[src/rtl/key_evt_pkg.sv]
// Shared types and widths for the key event generator.
package key_evt_pkg;

  localparam int MS_W  = 16;  // millisecond counter width
  localparam int CNT_W = 8;   // press counter width

  typedef enum logic [1:0] {
    IDLE  = 2'd0,
    PRESS = 2'd1,
    HOLD  = 2'd2,
    GAP   = 2'd3
  } state_t;

endpackage

[src/rtl/ms_tick_gen.sv]
// Millisecond tick generator: free-running divider 0..TICK_DIV-1 that
// raises a registered one-cycle tick each time it wraps back to 0.
module ms_tick_gen #(
  parameter int TICK_DIV = 50000
) (
  input  logic clk,
  input  logic rst,
  output logic tick
);

  localparam int DIV_W = (TICK_DIV > 1) ? $clog2(TICK_DIV) : 1;
  localparam logic [DIV_W-1:0] DIV_MAX = DIV_W'(TICK_DIV - 1);

  logic [DIV_W-1:0] div_cnt;

  // Divider count and tick strobe; tick is high while the count sits at 0.
  always_ff @(posedge clk) begin
    // NOTE: sequential state uses non-blocking assignments so every register
    // samples pre-edge values regardless of statement order.
    if (rst) begin
      div_cnt <= '0;
      tick    <= 1'b0;
    end else if (div_cnt == DIV_MAX) begin
      div_cnt <= '0;
      tick    <= 1'b1;
    end else begin
      div_cnt <= div_cnt + 1'b1;
      tick    <= 1'b0;
    end
  end

endmodule

[src/rtl/key_event_gen.sv]
// Key event generator: turns the debounced key level into one-cycle
// press / release / long-press / auto-repeat / double-click pulses and
// keeps a wrapping press counter. All outputs are registered.
// Build option: define KEY_EVT_REPEAT_EN to enable auto-repeat in HOLD;
// without it repeat_pls stays 0 and HOLD only waits for the release.
module key_event_gen
  import key_evt_pkg::*;
#(
  parameter int TICK_DIV  = 50000,
  parameter int LONG_MS   = 1000,
  parameter int REPEAT_MS = 200,
  parameter int DBL_MS    = 300
) (
  input  logic             clk,
  input  logic             rst,
  input  logic             key,
  output logic             press_pls,
  output logic             release_pls,
  output logic             long_pls,
  output logic             repeat_pls,
  output logic             dbl_pls,
  output logic [CNT_W-1:0] press_cnt,
  output logic             busy
);

  // Reject parameter values the counters cannot represent.
  if (LONG_MS < 2 || LONG_MS > 65535) begin : g_bad_long
    $error("key_event_gen: LONG_MS out of range 2..65535");
  end
  if (REPEAT_MS < 1 || REPEAT_MS > 65535) begin : g_bad_repeat
    $error("key_event_gen: REPEAT_MS out of range 1..65535");
  end
  if (DBL_MS < 1 || DBL_MS > 65535) begin : g_bad_dbl
    $error("key_event_gen: DBL_MS out of range 1..65535");
  end

  // Timeouts fire on the tick that would take ms_cnt to the limit.
  localparam logic [MS_W-1:0] LONG_LAST = MS_W'(LONG_MS - 1);
  localparam logic [MS_W-1:0] DBL_LAST  = MS_W'(DBL_MS - 1);
`ifdef KEY_EVT_REPEAT_EN
  localparam logic [MS_W-1:0] REP_LAST  = MS_W'(REPEAT_MS - 1);
`endif
  localparam logic [MS_W-1:0] MS_MAX    = '1;

  state_t           state, state_n;
  logic             key_d;
  logic             rise, fall;
  logic             tick;
  logic [MS_W-1:0]  ms_cnt, ms_n;
  logic             ms_clr;
  logic [CNT_W-1:0] cnt_n;
  logic             press_n, release_n, long_n, repeat_n, dbl_n;

  ms_tick_gen #(
    .TICK_DIV (TICK_DIV)
  ) u_tick (
    .clk  (clk),
    .rst  (rst),
    .tick (tick)
  );

  assign rise = key & ~key_d;
  assign fall = ~key & key_d;

  // Next-state and next-pulse decode; key edges take priority over timeouts.
  always_comb begin
    // NOTE: every output of this block gets a default before the case so no
    // path leaves a variable unassigned, which would infer a latch.
    state_n   = state;
    ms_clr    = 1'b0;
    press_n   = 1'b0;
    release_n = 1'b0;
    long_n    = 1'b0;
    repeat_n  = 1'b0;
    dbl_n     = 1'b0;

    case (state)
      IDLE: begin
        if (rise) begin
          press_n = 1'b1;
          state_n = PRESS;
        end
      end
      PRESS: begin
        if (fall) begin
          release_n = 1'b1;
          state_n   = GAP;
        end else if (tick && ms_cnt == LONG_LAST) begin
          long_n  = 1'b1;
          state_n = HOLD;
        end
      end
      HOLD: begin
        // A long press never arms the double-click window.
        if (fall) begin
          release_n = 1'b1;
          state_n   = IDLE;
        end
`ifdef KEY_EVT_REPEAT_EN
        else if (tick && ms_cnt == REP_LAST) begin
          repeat_n = 1'b1;
          ms_clr   = 1'b1;
        end
`endif
      end
      GAP: begin
        if (rise) begin
          press_n = 1'b1;
          dbl_n   = 1'b1;
          state_n = PRESS;
        end else if (tick && ms_cnt == DBL_LAST) begin
          state_n = IDLE;
        end
      end
      default: state_n = IDLE;
    endcase

    // Every state change restarts the millisecond count.
    if (state_n != state) ms_clr = 1'b1;

    if (ms_clr)                          ms_n = '0;
    else if (tick && ms_cnt != MS_MAX)   ms_n = ms_cnt + 1'b1;
    else                                 ms_n = ms_cnt;

    cnt_n = press_cnt + CNT_W'(press_n);
  end

  // State, counters and registered outputs.
  always_ff @(posedge clk) begin
    if (rst) begin
      state       <= IDLE;
      key_d       <= 1'b0;
      ms_cnt      <= '0;
      press_cnt   <= '0;
      press_pls   <= 1'b0;
      release_pls <= 1'b0;
      long_pls    <= 1'b0;
      repeat_pls  <= 1'b0;
      dbl_pls     <= 1'b0;
      busy        <= 1'b0;
    end else begin
      state       <= state_n;
      key_d       <= key;
      ms_cnt      <= ms_n;
      press_cnt   <= cnt_n;
      press_pls   <= press_n;
      release_pls <= release_n;
      long_pls    <= long_n;
      repeat_pls  <= repeat_n;
      dbl_pls     <= dbl_n;
      busy        <= (state_n != IDLE);
    end
  end

endmodule
[config.mk]
export PLATFORM = sky130hd
export DESIGN_NAME = key_event_gen
export DESIGN_NICKNAME = d
export VERILOG_FILES = /design/src/rtl/key_evt_pkg.sv /design/src/rtl/ms_tick_gen.sv /design/src/rtl/key_event_gen.sv
export SDC_FILE = /design/constraint.sdc
export NUM_CORES = 1
export LEC_CHECK = 0
export CORE_MARGIN = 3
export CORE_UTILIZATION = 35
export DETAILED_ROUTE_END_ITERATION = 7
export SLEW_MARGIN = 20
export SYNTH_ARGS = -nofsm -noshare
export SYNTH_HDL_FRONTEND = slang
export SYNTH_SLANG_ARGS = --single-unit
[constraint.sdc]
create_clock -name clk -period 3.55 [get_ports clk]
set_input_delay 0.5325 -clock clk [delete_from_list [all_inputs] [get_ports clk]]
set_output_delay 0.5325 -clock clk [all_outputs]
set_load 0.01 [all_outputs]
==> impl_metrics.tcl, run 1 <==
set metrics [dict create \
    ys_warn_count 0 \
    met1_usage_pct 17.64 \
    grt_max_degree 17 \
    overflow 0 \
    worstPathRequired_ns 3.71 \
    grt_use_met3_pct 3.122 \
    post_cts_buffers 0 \
    crit_type "reg -> reg" \
    synth-seq-cells 49 \
    rr_startpoint "ms_cnt[10]" \
    gp_congestion 0.8826 \
    viasPerCell 5.093 \
    initial_core_util_pct 37.49 \
    clkLatencyLatePin_ns 0.30 \
    hold_violations 0 \
    portBuffers 15 \
    rsz0062_at_grt "no" \
    cts_htree_levels 2 \
    first_iter_violations 75 \
    crit_path_end_kind "flop" \
    clock_skew_ns 0.009392 \
    drc 0 \
    grt_usage_pct 12.29 \
    syn_area_sq_um 2298 \
    drt-wirelength-per-cell_um 12.50 \
    p_leak_nw 0.8681 \
    hp-class "reg -> reg" \
    slew_violations 0 \
    setup_viol 0 \
    postCtsHoldBufs 0 \
    pre_cts_ws_ns 0.9319 \
    worst_ep_arrival_time_ns 2.78 \
    synthToLayoutAreaGrowth_pct 12.19 \
    yosys-top-cells-area "dfxtp_1 43%, xor2_1 6.9%, xnor2_1 6.1%, nor2_1 5.1%, nor3_1 4.6%" \
    final_antenna_net_count 0 \
    post-dp-hpwl_um 3008 \
    dpl_cell_area_sq_um 2491 \
    rows 28 \
    yosysTopAreaCellShare_pct 42.68 \
    io_pins 17 \
    max_slew.worst_pin.slew_ns 0.9987 \
    reg2reg_depth 5 \
    cts_root_buf "clkbuf_8" \
    power_density_nw_per_um2 382.3 \
    vias 1757 \
    core_sq_um 6131 \
    period_minus_slack_ns 2.621 \
    grt_pass1_vias 1619 \
    post_cts_resized 0 \
    top_usage_layer "met2" \
    grtUsageMet2_pct 17.87 \
    slew_headroom_pct 32.90 \
    holdPathStages 1 \
    finalCritPeriodShare_pct 73.84 \
    dieArea_sq_um 7575 \
    die_w_um 87.04 \
    grt_first_pass_wirelength_um 7507 \
    synth_area_per_cell_sq_um 9.049 \
    syn-num-nets 265 \
    yosys.area.top_type "dfxtp_1" \
    cts_made_buffers 5 \
    fin_ws_ns 0.9288 \
    r2r_end "ms_cnt[14]" \
    yosysUniqueCellTypes 46 \
    r2r_slack_ns 0.93 \
    clock_path_buffers 2 \
    clk_pin_slew_worst_paths_ns 0.10 \
    synthCells 254 \
    diodes 0 \
    drive_gt1_share_pct 5.185 \
    max-cap-violations 0 \
    synth-seq-area-share_pct 42.68 \
    routed_wl_um 4314 \
    fin_tns_setup_ns 0 \
    hold_slack_ns 0.4498 \
    cts.sinks 49 \
    peakVddDrop_mv 0.2184 \
    die_y_um 87.04 \
    cp_max_fo 16 \
    antenna_found_initial 0 \
    max_freq_ghz 0.3815 \
    cts_tree "done" \
    fin_nets 280 \
    hold_end "u_tick.div_cnt[0]" \
    hp-start "u_tick.div_cnt[0]" \
    drt_pre_antenna_iters 4 \
    startpoint_type "flop" \
    status "finished clean" \
    final_area_sq_um 2579 \
]
-- cell type report --
type                            count  area (sq um)
Clock inverter                      2         15.01
Sequential cell                    49         980.9
Multi-Input combinational cell    190          1232
Inverter                            7         26.28
Fill cell                         623          3552
Tap cell                           75         93.84
Clock buffer                        6         72.57
Timing Repair Buffer               16         157.7
-- synth_stat cells (all sizes together) --
| cell type | count |
|---|---|
| nand4bb | 1 |
| a21oi | 5 |
| a211oi | 3 |
| and2 | 1 |
| o221ai | 2 |
| and3 | 6 |
| xor2 | 18 |
| xnor2 | 16 |
| a2111o | 1 |
| conb | 1 |
| nand3 | 13 |
| or3 | 3 |
| clkbuf | 4 |
| buf | 4 |
| nand2b | 4 |
| and4 | 2 |
| nor3b | 1 |
| inv | 7 |
| nand4b | 2 |
| nand2 | 17 |
| o211ai | 2 |
| a31oi | 1 |
| nor2b | 4 |
| or4 | 3 |
| ha | 8 |
| mux2i | 1 |
| nor4b | 2 |
| nand4 | 5 |
| o2111ai | 2 |
| a41oi | 1 |
| or4b | 2 |
| nor3 | 22 |
| dfxtp | 49 |
| a211o | 1 |
| or2 | 1 |
| nor4 | 4 |
| o21ai | 3 |
| a31o | 1 |
| nor2 | 31 |
-- worst max-delay path by stage --
stage                    start    endpoint  cells after the start  slack (ns)
finish              ms_cnt[10]  ms_cnt[14]                      5        0.93
global route        ms_cnt[10]  ms_cnt[15]                      5        0.78
CTS                 ms_cnt[10]   ms_cnt[7]                      5        0.93
detailed placement  ms_cnt[10]   ms_cnt[7]                      5        0.93
global placement    ms_cnt[10]   ms_cnt[2]                      5        0.95
floorplan           ms_cnt[10]  ms_cnt[12]                      6        1.23
-- through the flow --
| stage | utilization [%] | power, W | cells |
|---|---|---|---|
| after CTS | 42.06 | 0.001000 | 345 |
| after global routing | 42.06 | 0.001042 | 345 |
| after global placement | 40.63 | 0.0006686 | 337 |
| after floorplan | - | 0.0006457 | 254 |
| final | 42.06 | 0.0009858 | 345 |
| after detailed placement | 40.63 | 0.0006686 | 337 |
-- worst max-delay path, cell delays in order, from the launching register on --
cell and delay [ns]:
dfxtp_1 0.38, or4b_1 0.55, or4_4 0.57, a31o_2 0.30
nor3_4 0.54, nor3_1 0.13
-- report_power, final --
part	internal (W)	switching (W)	total [W]
Clock	0.000139	0.000191	0.000330
Combinational	0.0000340	0.0000542	0.0000882
Sequential	0.000560	0.00000726	0.000568
Total	0.000734	0.000252	0.000986
-- sequential cells by signal, indices dropped and copies added (netlist names) --
register	flops
busy	1
dbl_pls	1
key_d	1
long_pls	1
ms_cnt	16
press_cnt	8
press_pls	1
release_pls	1
state	2
u_tick.div_cnt	16
u_tick.tick	1
-- layout by cell type (no fill, tap or decap), drive strengths merged, types with 3 or more instances in the layout --
cell type / count
clkbuf: 6
and3: 6
nand2: 17
inv: 7
nand3: 13
nor4: 4
dfxtp: 49
nand4: 5
ha: 8
or3: 3
o21ai: 3
xor2: 18
nor3: 22
a211oi: 3
clkdlybuf4s50: 15
nand2b: 4
nor2b: 4
a21oi: 5
xnor2: 16
or4: 3
nor2: 31
-- layer usage --
metal / vias to the layer above / share of wire (%) / wire length, um
met4: 0 / 1.1 / 47
met5: - / 0 / 0
met1: 810 / 53 / 2272
li1: 918 / - / -
met3: 4 / 3.2 / 137
met2: 25 / 43 / 1857
-- cells by family (layout without fill, tap and decap cells) --
family                     after synthesis  count (layout)  share of synthesized area, %
other                                    1               1                        0.1632
adders and majority gates                8               8                         4.355
DFF                                     49              49                         42.68
muxes                                    1               1                        0.4355
buffers and inverters                   15              31                         3.702
AOI/OAI and AO/OA                       22              22                         7.023
xor gates and xnor gates                34              34                         12.96
and+or+nand+nor                        124             124                         28.69
Note: power is estimated with default switching activity, not from simulation.
==> inputs of run 2 (changes only) <==
==> constraint.sdc (replaced) <==
create_clock -name clk -period 2.6 [get_ports clk]
set_input_delay 0.39 -clock clk [delete_from_list [all_inputs] [get_ports clk]]
set_output_delay 0.39 -clock clk [all_outputs]
set_load 0.01 [all_outputs]
==> run 2 against run 1 <==
Net effect: fmax is 10% higher; utilization up 1.5 points; total power rose by 41%; first-iteration DRC count is 55% lower; critical path type unchanged; largest cell class unchanged; highest routed layer unchanged.
==> impl_metrics.tcl, run 2 (same netlist as run 1, synthesis figures left out) <==
set metrics [dict create \
    period_minus_slack_ns 2.377 \
    core_sq_um 6131 \
    grt_pass1_vias 1566 \
    initial_core_util_pct 37.49 \
    overflow 0 \
    path_cells "or4_1 > or4_4 > a2111o_1 > o211ai_2 > buf_4 > nor3_1" \
    grt_usage_pct 12.24 \
    r2r_end "ms_cnt[9]" \
    cts_htree_levels 2 \
    slew_headroom_pct 54.87 \
    dp_cells 346 \
    clock_skew_ns 0.004611 \
    portBuffers 15 \
    hold_violations 0 \
    rsz0062_at_grt "no" \
    gp_congestion 0.8497 \
    p_leak_nw 0.9314 \
    power_density_nw_per_um2 520.0 \
    max-cap-violations 0 \
    cp_max_fo 7 \
    routed_wl_um 4383 \
    grt_first_pass_wirelength_um 7424 \
    crit_type "reg -> reg" \
    fin_ws_ns 0.2234 \
    hold_end "u_tick.div_cnt[0]" \
    clk_pin_slew_worst_paths_ns 0.09 \
    worst_ep_arrival_time_ns 2.57 \
    setup_viol 0 \
    total_power_w 0.001389 \
    cts.sinks 49 \
    clock_path_buffers 2 \
    fin_tns_setup_ns 0 \
    layout.cells.non_filler 354 \
    clkLatencyLatePin_ns 0.30 \
    holdPathStages 1 \
    die_w_um 87.04 \
    startpoint_type "flop" \
    drive_gt1_share_pct 8.602 \
    post_cts_buffers 0 \
    first_iter_violations 34 \
    status "finished clean" \
    diodes 0 \
    postCtsHoldBufs 0 \
    die_y_um 87.04 \
    grt_max_degree 17 \
    synthToLayoutAreaGrowth_pct 16.22 \
    critPathMaxStageDelay_ns 0.56 \
    post_cts_resized 0 \
    worstPathRequired_ns 2.80 \
    antenna_found_initial 0 \
    post-dp-hpwl_um 3274 \
    reg2reg_depth 6 \
    vias 1792 \
    drt-wirelength-per-cell_um 12.38 \
    rows 28 \
    top_regs "ms_cnt x16, u_tick.div_cnt x16, press_cnt x8" \
    drt_pre_antenna_iters 4 \
    max_slew.worst_pin.slew_ns 0.6718 \
    finalCritPeriodShare_pct 91.41 \
    pre_cts_ws_ns 0.2438 \
    final_common_cell "dfxtp_1" \
    crit_path_end_kind "flop" \
    r2r_slack_ns 0.22 \
    crit_slowest_cell "or4_4" \
    max_freq_ghz 0.4208 \
    drc 0 \
    dieArea_sq_um 7575 \
    final_antenna_net_count 0 \
    cts_root_buf "clkbuf_8" \
    peakVddDrop_mv 0.2973 \
    viasPerCell 5.062 \
    cts_tree "done" \
    cts_made_buffers 5 \
    rr_startpoint "ms_cnt[13]" \
    fin_nets 289 \
    hp-start "u_tick.div_cnt[0]" \
    hp-class "reg -> reg" \
    slew_violations 0 \
    final_cell_mix "49 x dfxtp_1, 31 x nor2_1, 21 x nor3_1, 18 x xor2_1, 17 x nand2_1" \
    io_pins 17 \
]
[run 2: cell count changes in the layout (fill, tap and decap cells not counted), sizes merged]
cell,before,now
inv,7,8
clkinv,0,1
clkinvlp,2,0
buf,1,10
[run 2: stage by stage]
| step | area, sq um | utilization [%] | hold slack (ns) |
|---|---|---|---|
| after floorplan | 2298 | - | 0.4132 |
| after global placement | 2571 | 41.94 | 0.4278 |
| after detailed placement | 2571 | 41.94 | 0.4422 |
| after CTS | 2671 | 43.57 | 0.4569 |
| after global routing | 2671 | 43.57 | 0.4948 |
| final | 2671 | 43.57 | 0.4466 |
[run 2: layout make-up]
type                            instances  area (sq um)
Multi-Input combinational cell        190          1232
Sequential cell                        49         980.9
Timing Repair Buffer                   25         237.7
Inverter                                7         26.28
Clock inverter                          2         17.52
Clock buffer                            6         82.58
Fill cell                             601          3460
Tap cell                               75         93.84
[run 2: per-layer routing]
| layer | GRT usage [%] | routed length, um | up-vias |
|---|---|---|---|
| met5 | 0 | 0 | - |
| met1 | 17.22 | 2215 | 826 |
| met4 | 3.824 | 48 | 0 |
| met3 | 3.122 | 149 | 5 |
| met2 | 18.29 | 1970 | 23 |
| li1 | - | - | 938 |
[run 2: worst max path at each step]
stage | startpoint | end | slack, ns | cells after the start
finish | ms_cnt[13] | ms_cnt[9] | 0.22 | 6
global route | ms_cnt[6] | ms_cnt[0] | 0.13 | 6
CTS | ms_cnt[13] | ms_cnt[0] | 0.23 | 6
detailed placement | ms_cnt[13] | ms_cnt[9] | 0.24 | 6
global placement | ms_cnt[10] | ms_cnt[14] | 0.26 | 6
floorplan | ms_cnt[10] | ms_cnt[12] | 0.28 | 6
[run 2: report_power, final]
part	internal, W	switching, W	leakage [nW]
logic	0.0000569	0.0000767	0.483
registers	0.000765	0.00000932	0.396
clock network	0.000221	0.000260	0.0518
total	0.00104	0.000346	0.931
[run 2: critical path: cells and delay by family, from the launching register on]
family | cells | cell delay, ns
flip-flops | 1 | 0.34
AND/OR/NAND/NOR | 3 | 1.16
buffers and inverters | 1 | 0.21
AO/OA/AOI/OAI | 2 | 0.56
